$ cat config.mk
export PLATFORM = sky130hd
export DESIGN_NAME = wallace_seq_mult_ctrl_flat
export DESIGN_NICKNAME = d
export VERILOG_FILES = /design/src/rtl/wallace_seq_mult_ctrl_if.sv /design/src/rtl/wallace_seq_mult_ctrl.sv /design/src/flat_wrapper.sv
export SDC_FILE = /design/constraint.sdc
export NUM_CORES = 1
export LEC_CHECK = 0
export BUFFER_PORTS_ARGS = -buffer_cell sky130_fd_sc_hd__buf_2
export CORE_MARGIN = 1.5
export CORE_UTILIZATION = 58
export DETAILED_ROUTE_END_ITERATION = 10
export PLACE_DENSITY = 0.79
export SETUP_SLACK_MARGIN = 0.3
export SYNTH_ARGS = -nofsm -noshare
export SYNTH_HDL_FRONTEND = slang
export SYNTH_SLANG_ARGS = --single-unit
$ cat constraint.sdc
create_clock -name clock -period 2.5 [get_ports clock]
set_clock_uncertainty 0.1 [all_clocks]
set_input_delay 0.5 -clock clock [delete_from_list [all_inputs] [get_ports clock]]
set_output_delay 0.5 -clock clock [all_outputs]
set_load 0.005 [all_outputs]
$ cat src/rtl/wallace_seq_mult_ctrl_if.sv
// ---------------------------------------------------------------------------
// wallace_seq_mult_ctrl_if
// Handshake bundle between a requester and the sequential carry-save
// multiplier controller.
//   in_valid / in_ready / in_a / in_b  : operand request channel
//   out_valid / out_ready / out_product: product response channel
//   busy                               : controller is reducing/resolving
// master = requester/consumer side, slave = controller side.
// ---------------------------------------------------------------------------
interface wallace_seq_mult_ctrl_if #(
    parameter int WIDTH = 4
);
    logic                 in_valid;
    logic                 in_ready;
    logic [WIDTH-1:0]     in_a;
    logic [WIDTH-1:0]     in_b;
    logic                 out_valid;
    logic                 out_ready;
    logic [2*WIDTH-1:0]   out_product;
    logic                 busy;

    modport master (
        output in_valid, in_a, in_b, out_ready,
        input  in_ready, out_valid, out_product, busy
    );

    modport slave (
        input  in_valid, in_a, in_b, out_ready,
        output in_ready, out_valid, out_product, busy
    );
endinterface

$ cat src/rtl/wallace_seq_mult_ctrl.sv
// ---------------------------------------------------------------------------
// wallace_seq_mult_ctrl
// Unsigned WIDTH x WIDTH multiplier that reuses one 3:2 carry-save level:
// one partial-product row is folded into the (S, C) pair per cycle, then a
// single carry-propagate add resolves the product.
// Ports:
//   clock : rising-edge clock
//   reset : synchronous, active-high reset
//   bus   : wallace_seq_mult_ctrl_if.slave (operand/product handshakes, busy)
// Latency is data-independent: accept, WIDTH reduce cycles, resolve, done.
// ---------------------------------------------------------------------------

// One-bit full adder; a row of these forms the carry-save reduction level.
module full_adder (
    input  logic a_i,
    input  logic b_i,
    input  logic cin_i,
    output logic sum_o,
    output logic cout_o
);
    assign sum_o  = a_i ^ b_i ^ cin_i;
    assign cout_o = (a_i & b_i) | (a_i & cin_i) | (b_i & cin_i);
endmodule

module wallace_seq_mult_ctrl #(
    parameter int WIDTH = 4
) (
    input  logic                       clock,
    input  logic                       reset,
    wallace_seq_mult_ctrl_if.slave     bus
);
    localparam int PW = 2 * WIDTH;
    localparam int CW = $clog2(WIDTH) + 1;

    typedef enum logic [1:0] {
        IDLE    = 2'd0,
        REDUCE  = 2'd1,
        RESOLVE = 2'd2,
        DONE    = 2'd3
    } state_t;

    state_t            state_q, state_d;
    logic [WIDTH-1:0]  a_q, a_d;
    logic [WIDTH-1:0]  b_q, b_d;
    logic [PW-1:0]     s_q, s_d;
    logic [PW-1:0]     c_q, c_d;
    logic [CW-1:0]     cnt_q, cnt_d;
    logic [PW-1:0]     p_q, p_d;

    // Current partial-product row: A gated by multiplier bit B[cnt],
    // zero-extended and aligned to its row weight.
    logic              row_bit;
    logic [PW-1:0]     pp;
    logic [PW-1:0]     fa_s;
    logic [PW-1:0]     fa_c;

    assign row_bit = |(b_q & (WIDTH'(1) << cnt_q));
    assign pp      = {{WIDTH{1'b0}}, a_q & {WIDTH{row_bit}}} << cnt_q;

    genvar gi;
    generate
        for (gi = 0; gi < PW; gi++) begin : g_csa
            full_adder u_fa (
                .a_i   (s_q[gi]),
                .b_i   (c_q[gi]),
                .cin_i (pp[gi]),
                .sum_o (fa_s[gi]),
                .cout_o(fa_c[gi])
            );
        end
    endgenerate

    always_ff @(posedge clock) begin
        if (reset) begin
            state_q <= IDLE;
            a_q     <= '0;
            b_q     <= '0;
            s_q     <= '0;
            c_q     <= '0;
            cnt_q   <= '0;
            p_q     <= '0;
        end else begin
            state_q <= state_d;
            a_q     <= a_d;
            b_q     <= b_d;
            s_q     <= s_d;
            c_q     <= c_d;
            cnt_q   <= cnt_d;
            p_q     <= p_d;
        end
    end

    always_comb begin
        state_d = state_q;
        a_d     = a_q;
        b_d     = b_q;
        s_d     = s_q;
        c_d     = c_q;
        cnt_d   = cnt_q;
        p_d     = p_q;
        unique case (state_q)
            IDLE: begin
                if (bus.in_valid) begin
                    a_d     = bus.in_a;
                    b_d     = bus.in_b;
                    s_d     = '0;
                    c_d     = '0;
                    cnt_d   = '0;
                    state_d = REDUCE;
                end
            end
            REDUCE: begin
                s_d   = fa_s;
                // Carry moves up one weight; the top carry falls off and is
                // always zero since the true product fits in PW bits.
                c_d   = fa_c << 1;
                cnt_d = cnt_q + CW'(1);
                if (cnt_q == CW'(WIDTH - 1))
                    state_d = RESOLVE;
            end
            RESOLVE: begin
                p_d     = s_q + c_q;
                state_d = DONE;
            end
            DONE: begin
                if (bus.out_ready)
                    state_d = IDLE;
            end
            default: state_d = IDLE;
        endcase
    end

    // Handshake outputs decode state only, so there is no combinational
    // path from in_valid/out_ready back to the requester.
    assign bus.in_ready    = (state_q == IDLE);
    assign bus.out_valid   = (state_q == DONE);
    assign bus.busy        = (state_q == REDUCE) || (state_q == RESOLVE);
    assign bus.out_product = p_q;
endmodule
$ cat src/flat_wrapper.sv
// flat-port wrapper written by rule: the top's interface ports become plain ports
module wallace_seq_mult_ctrl_flat 
#(
    parameter int WIDTH = 4
)
  (clock, reset, bus_in_valid, bus_in_a, bus_in_b, bus_out_ready, bus_in_ready, bus_out_valid, bus_out_product, bus_busy);
  wallace_seq_mult_ctrl_if #(.WIDTH(WIDTH)) bus_i ();
  input  logic clock;
  input  logic reset;
  input wire logic [$bits(bus_i.in_valid)-1:0] bus_in_valid;
  input wire logic [$bits(bus_i.in_a)-1:0] bus_in_a;
  input wire logic [$bits(bus_i.in_b)-1:0] bus_in_b;
  input wire logic [$bits(bus_i.out_ready)-1:0] bus_out_ready;
  output wire logic [$bits(bus_i.in_ready)-1:0] bus_in_ready;
  output wire logic [$bits(bus_i.out_valid)-1:0] bus_out_valid;
  output wire logic [$bits(bus_i.out_product)-1:0] bus_out_product;
  output wire logic [$bits(bus_i.busy)-1:0] bus_busy;
  assign bus_i.in_valid = bus_in_valid;
  assign bus_i.in_a = bus_in_a;
  assign bus_i.in_b = bus_in_b;
  assign bus_i.out_ready = bus_out_ready;
  assign bus_in_ready = bus_i.in_ready;
  assign bus_out_valid = bus_i.out_valid;
  assign bus_out_product = bus_i.out_product;
  assign bus_busy = bus_i.busy;
  wallace_seq_mult_ctrl #(.WIDTH(WIDTH)) u_core (.clock(clock), .reset(reset), .bus(bus_i));
endmodule
==> impl_metrics.py <==
metrics = {
    "run_status": {
        "status": "finished, final reports clean",
    },
    "routing": {
        "drtAntennaViolNets": 0,
        "dr_total_vias": 1701,
        "wire_per_inst_um": 13.3,
        "dr.pass1.iters": 4,
        "drc": 0,
        "viasPerCell": 5.49,
        "dr.first_iter.drc_count": 73,
        "totalWireLength_mm": 4.12,
    },
    "synth": {
        "syn_nets": 276,
        "synth_compound_area_share_pct": 17.6,
        "synth_edf_count": 0,
        "yosysUniqueCellTypes": 47,
        "yosysWarnings": 0,
        "syn_area_per_cell_um2": 8.89,
        "synth-simple-area-share_pct": 18.4,
        "syn_area_um2": 2140,
        "yosys_register_bits": 36,
        "synth_async_sr_flop_share_pct": 0,
        "synth_mux_area_share_pct": 5.32,
        "synth_seq_area_share_pct": 33.6,
        "netlist_instances": 241,
        "synth_fa_ha_area_share_pct": 15.9,
        "synth_xor_xnor_area_share_pct": 1.23,
        "synth_top_family_by_area": "simple AND/OR/NAND/NOR gates",
        "ys.flop_type": "dfxtp_1",
    },
    "layout": {
        "final_core_util_pct": 70.0,
        "fin_area_um2": 2410,
        "fin_cells": 310,
        "area_delta_synth_final_pct": 12.4,
        "num-fill-cells": 281,
        "layout-drive-gt1-share_pct": 23.1,
        "antenna_cells": 0,
        "layout.nets": 299,
    },
    "die": {
        "ios": 23,
        "fp.coreArea_um2": 3440,
        "die_area_um2": 4070,
        "initial_core_util_pct": 62.2,
        "fp.dieW_um": 63.8,
        "core.rowCount": 21,
        "fp.dieH_um": 63.8,
    },
    "worst_setup_path": {
        "crit_start": "u_core.cnt_q[0]",
        "cp-end-kind": "flip-flop",
        "start_kind": "flip-flop",
        "critical_path_class": "reg2reg",
        "cp.arrival_ps": 2250,
        "cp_data_required_time_ps": 2630,
        "crit_path_max_fanout": 4,
        "r2r-start": "u_core.cnt_q[0]",
    },
    "min_path": {
        "hold_start": "bus_in_a[2]",
        "hold_class": "in2reg",
    },
    "pwr": {
        "seqPwrFrac_pct": 38.7,
        "comb_power_share_pct": 39.8,
        "ir_drop_uv": 674,
        "p_clk_share_pct": 21.5,
        "switching_share_pct": 36.6,
        "p_per_area_nw_per_um2": 745,
        "leakage_nw": 0.933,
        "internal_power_mw": 1.14,
        "switching_power_mw": 0.657,
        "p_total_mw": 1.79,
    },
    "timing": {
        "period_share_pct": 85.1,
        "setup_viol": 0,
        "finalMaxSlewViolations": 0,
        "whs_ps": 355,
        "slew_headroom_pct": 51.6,
        "setup_tns_ps": 0,
        "max_freq_mhz": 470,
        "hold_viol_final": 0,
        "tightest_slew_ps": 725,
        "rsz0062_at_grt": "yes",
        "period_minus_slack_ps": 2130,
        "layout_setup_ws_ps": 373,
    },
    "place": {
        "postPlaceCellArea_um2": 2240,
        "gp_congestion": 0.757,
        "post-place-cells": 299,
        "hpwl_mm": 2.88,
        "portBuffers": 22,
        "post-place-ws_ps": 255,
    },
    "run": {
        "drv_cap": 0,
    },
    "grt": {
        "grt-ovfl-total": 0,
        "antenna_found_initial": 0,
        "grt_max_degree": 44,
        "grt_pass1_wl_mm": 7.24,
        "track_usage_pct": 23.1,
        "grt_pass1_vias": 1599,
    },
    "clock_tree": {
        "clk_latency_ps": 290,
        "tritoncts": "yes",
        "clock_sinks": 36,
        "cts_buffers": 5,
        "clkTransAtPathRegs_ps": 70,
        "clk_path_buf_depth": 2,
        "root_buffer": "clkbuf_8",
        "cts_max_level": 2,
        "postCtsHoldBufs": 0,
    },
}
[synthesized netlist by cell type (2+ instances only)]
cell       instances  share of area, %
a211oi_1           2              0.70
a21oi_1           16               3.7
a22oi_1            3               1.1
a2bb2oi_1         13               5.3
buf_2              3              0.70
buf_4              3               1.1
clkbuf_1           4              0.70
clkbuf_8           2               1.3
dfxtp_1           36                34
fa_1               7               6.5
ha_1              16               9.3
inv_1             21               3.7
mux2i_1            8               3.7
nand2_1           19               3.3
nand2b_1           5               1.5
nand3_1           14               3.3
nor2_1            27               4.7
nor2b_1            2              0.58
nor3b_1            2              0.70
o211ai_1           3               1.1
o21a_1             2              0.70
o21ai_0            3              0.70
o21bai_1           2              0.70
o22ai_1            2              0.58
or2_2              3              0.88
xor2_1             2              0.82
[sequential cells by signal, indices dropped and copies added (netlist names)]
register	flops
u_core.c_q	7
u_core.a_q	4
u_core.cnt_q	3
u_core.bus.out_product	8
u_core.state_q	2
u_core.s_q	8
u_core.b_q	4
[final timing paths]
path	to	slack (ps)	cells after the start
max	u_core.s_q[4]	370	9
min	u_core.a_q[2]	350	3
max reg2reg	u_core.s_q[4]	370	9
min reg2reg	u_core.b_q[1]	370	2
[layout by cell type, fill, tap and decap left out, drive strengths merged, types with 3 or more instances in the layout]
cell type	count
ha	16
nand2	20
mux2i	8
nor2	27
a22oi	3
fa	7
dfxtp	36
nand2b	5
a21oi	16
clkbuf	6
or2	3
a2bb2oi	13
o211ai	3
buf	29
nand3	14
o21ai	3
inv	21
[final cells by class]
| cell class | count | area [µm²] | area share [%] |
|---|---|---|---|
| timing repair buffer | 29 | 166 | 6.91 |
| inverter | 21 | 78.8 | 3.27 |
| multi-input combinational | 171 | 1300 | 54.0 |
| clock inverter | 1 | 5.00 | 0.208 |
| tap | 46 | 57.6 | 2.39 |
| clock buffer | 6 | 72.6 | 3.01 |
| sequential | 36 | 727 | 30.2 |
[worst max-delay path, stage by stage, from the launching register on]
cell and delay (ps):
dfxtp_2 350, inv_2 60, ha_2 170, a222oi_1 320, buf_4 200, o21ai_4 70, o211ai_1 110, fa_1 450
a2bb2oi_1 150, nor2_1 80
[kinds of logic after synthesis]
| logic type | Yosys count |
|---|---|
| compound gates | 53 |
| xor+xnor | 3 |
| fa+ha+maj | 23 |
| buf+inv | 34 |
| flops | 36 |
| mux | 10 |
| simple gates | 82 |
[layer usage]
metal,global-route usage [%],wire (µm),vias to the layer above
met5,0,0,-
met4,7.34,53,0
met3,6.87,180,6
met2,37.9,1940,33
met1,29.2,1950,780
li1,-,-,882
[power by group through the flow]
stage	clock [mW]	combinational [mW]	sequential [mW]
6_report	0.385	0.714	0.695
5_1_grt	0.419	0.796	0.704
4_1_cts	0.395	0.671	0.692
3_5_place_dp	0	0.651	0.701
3_3_place_gp	0	0.642	0.698
2_1_floorplan	0	0.534	0.689
[what timing repair did]
item / CTS / global route
pin swaps: 4 / 7
resized for setup: 6 / 16
setup endpoints to repair: 6 / 15
cloned: 0 / 0
buffers inserted: 1 / 3
(Power assumes the default switching activity.)
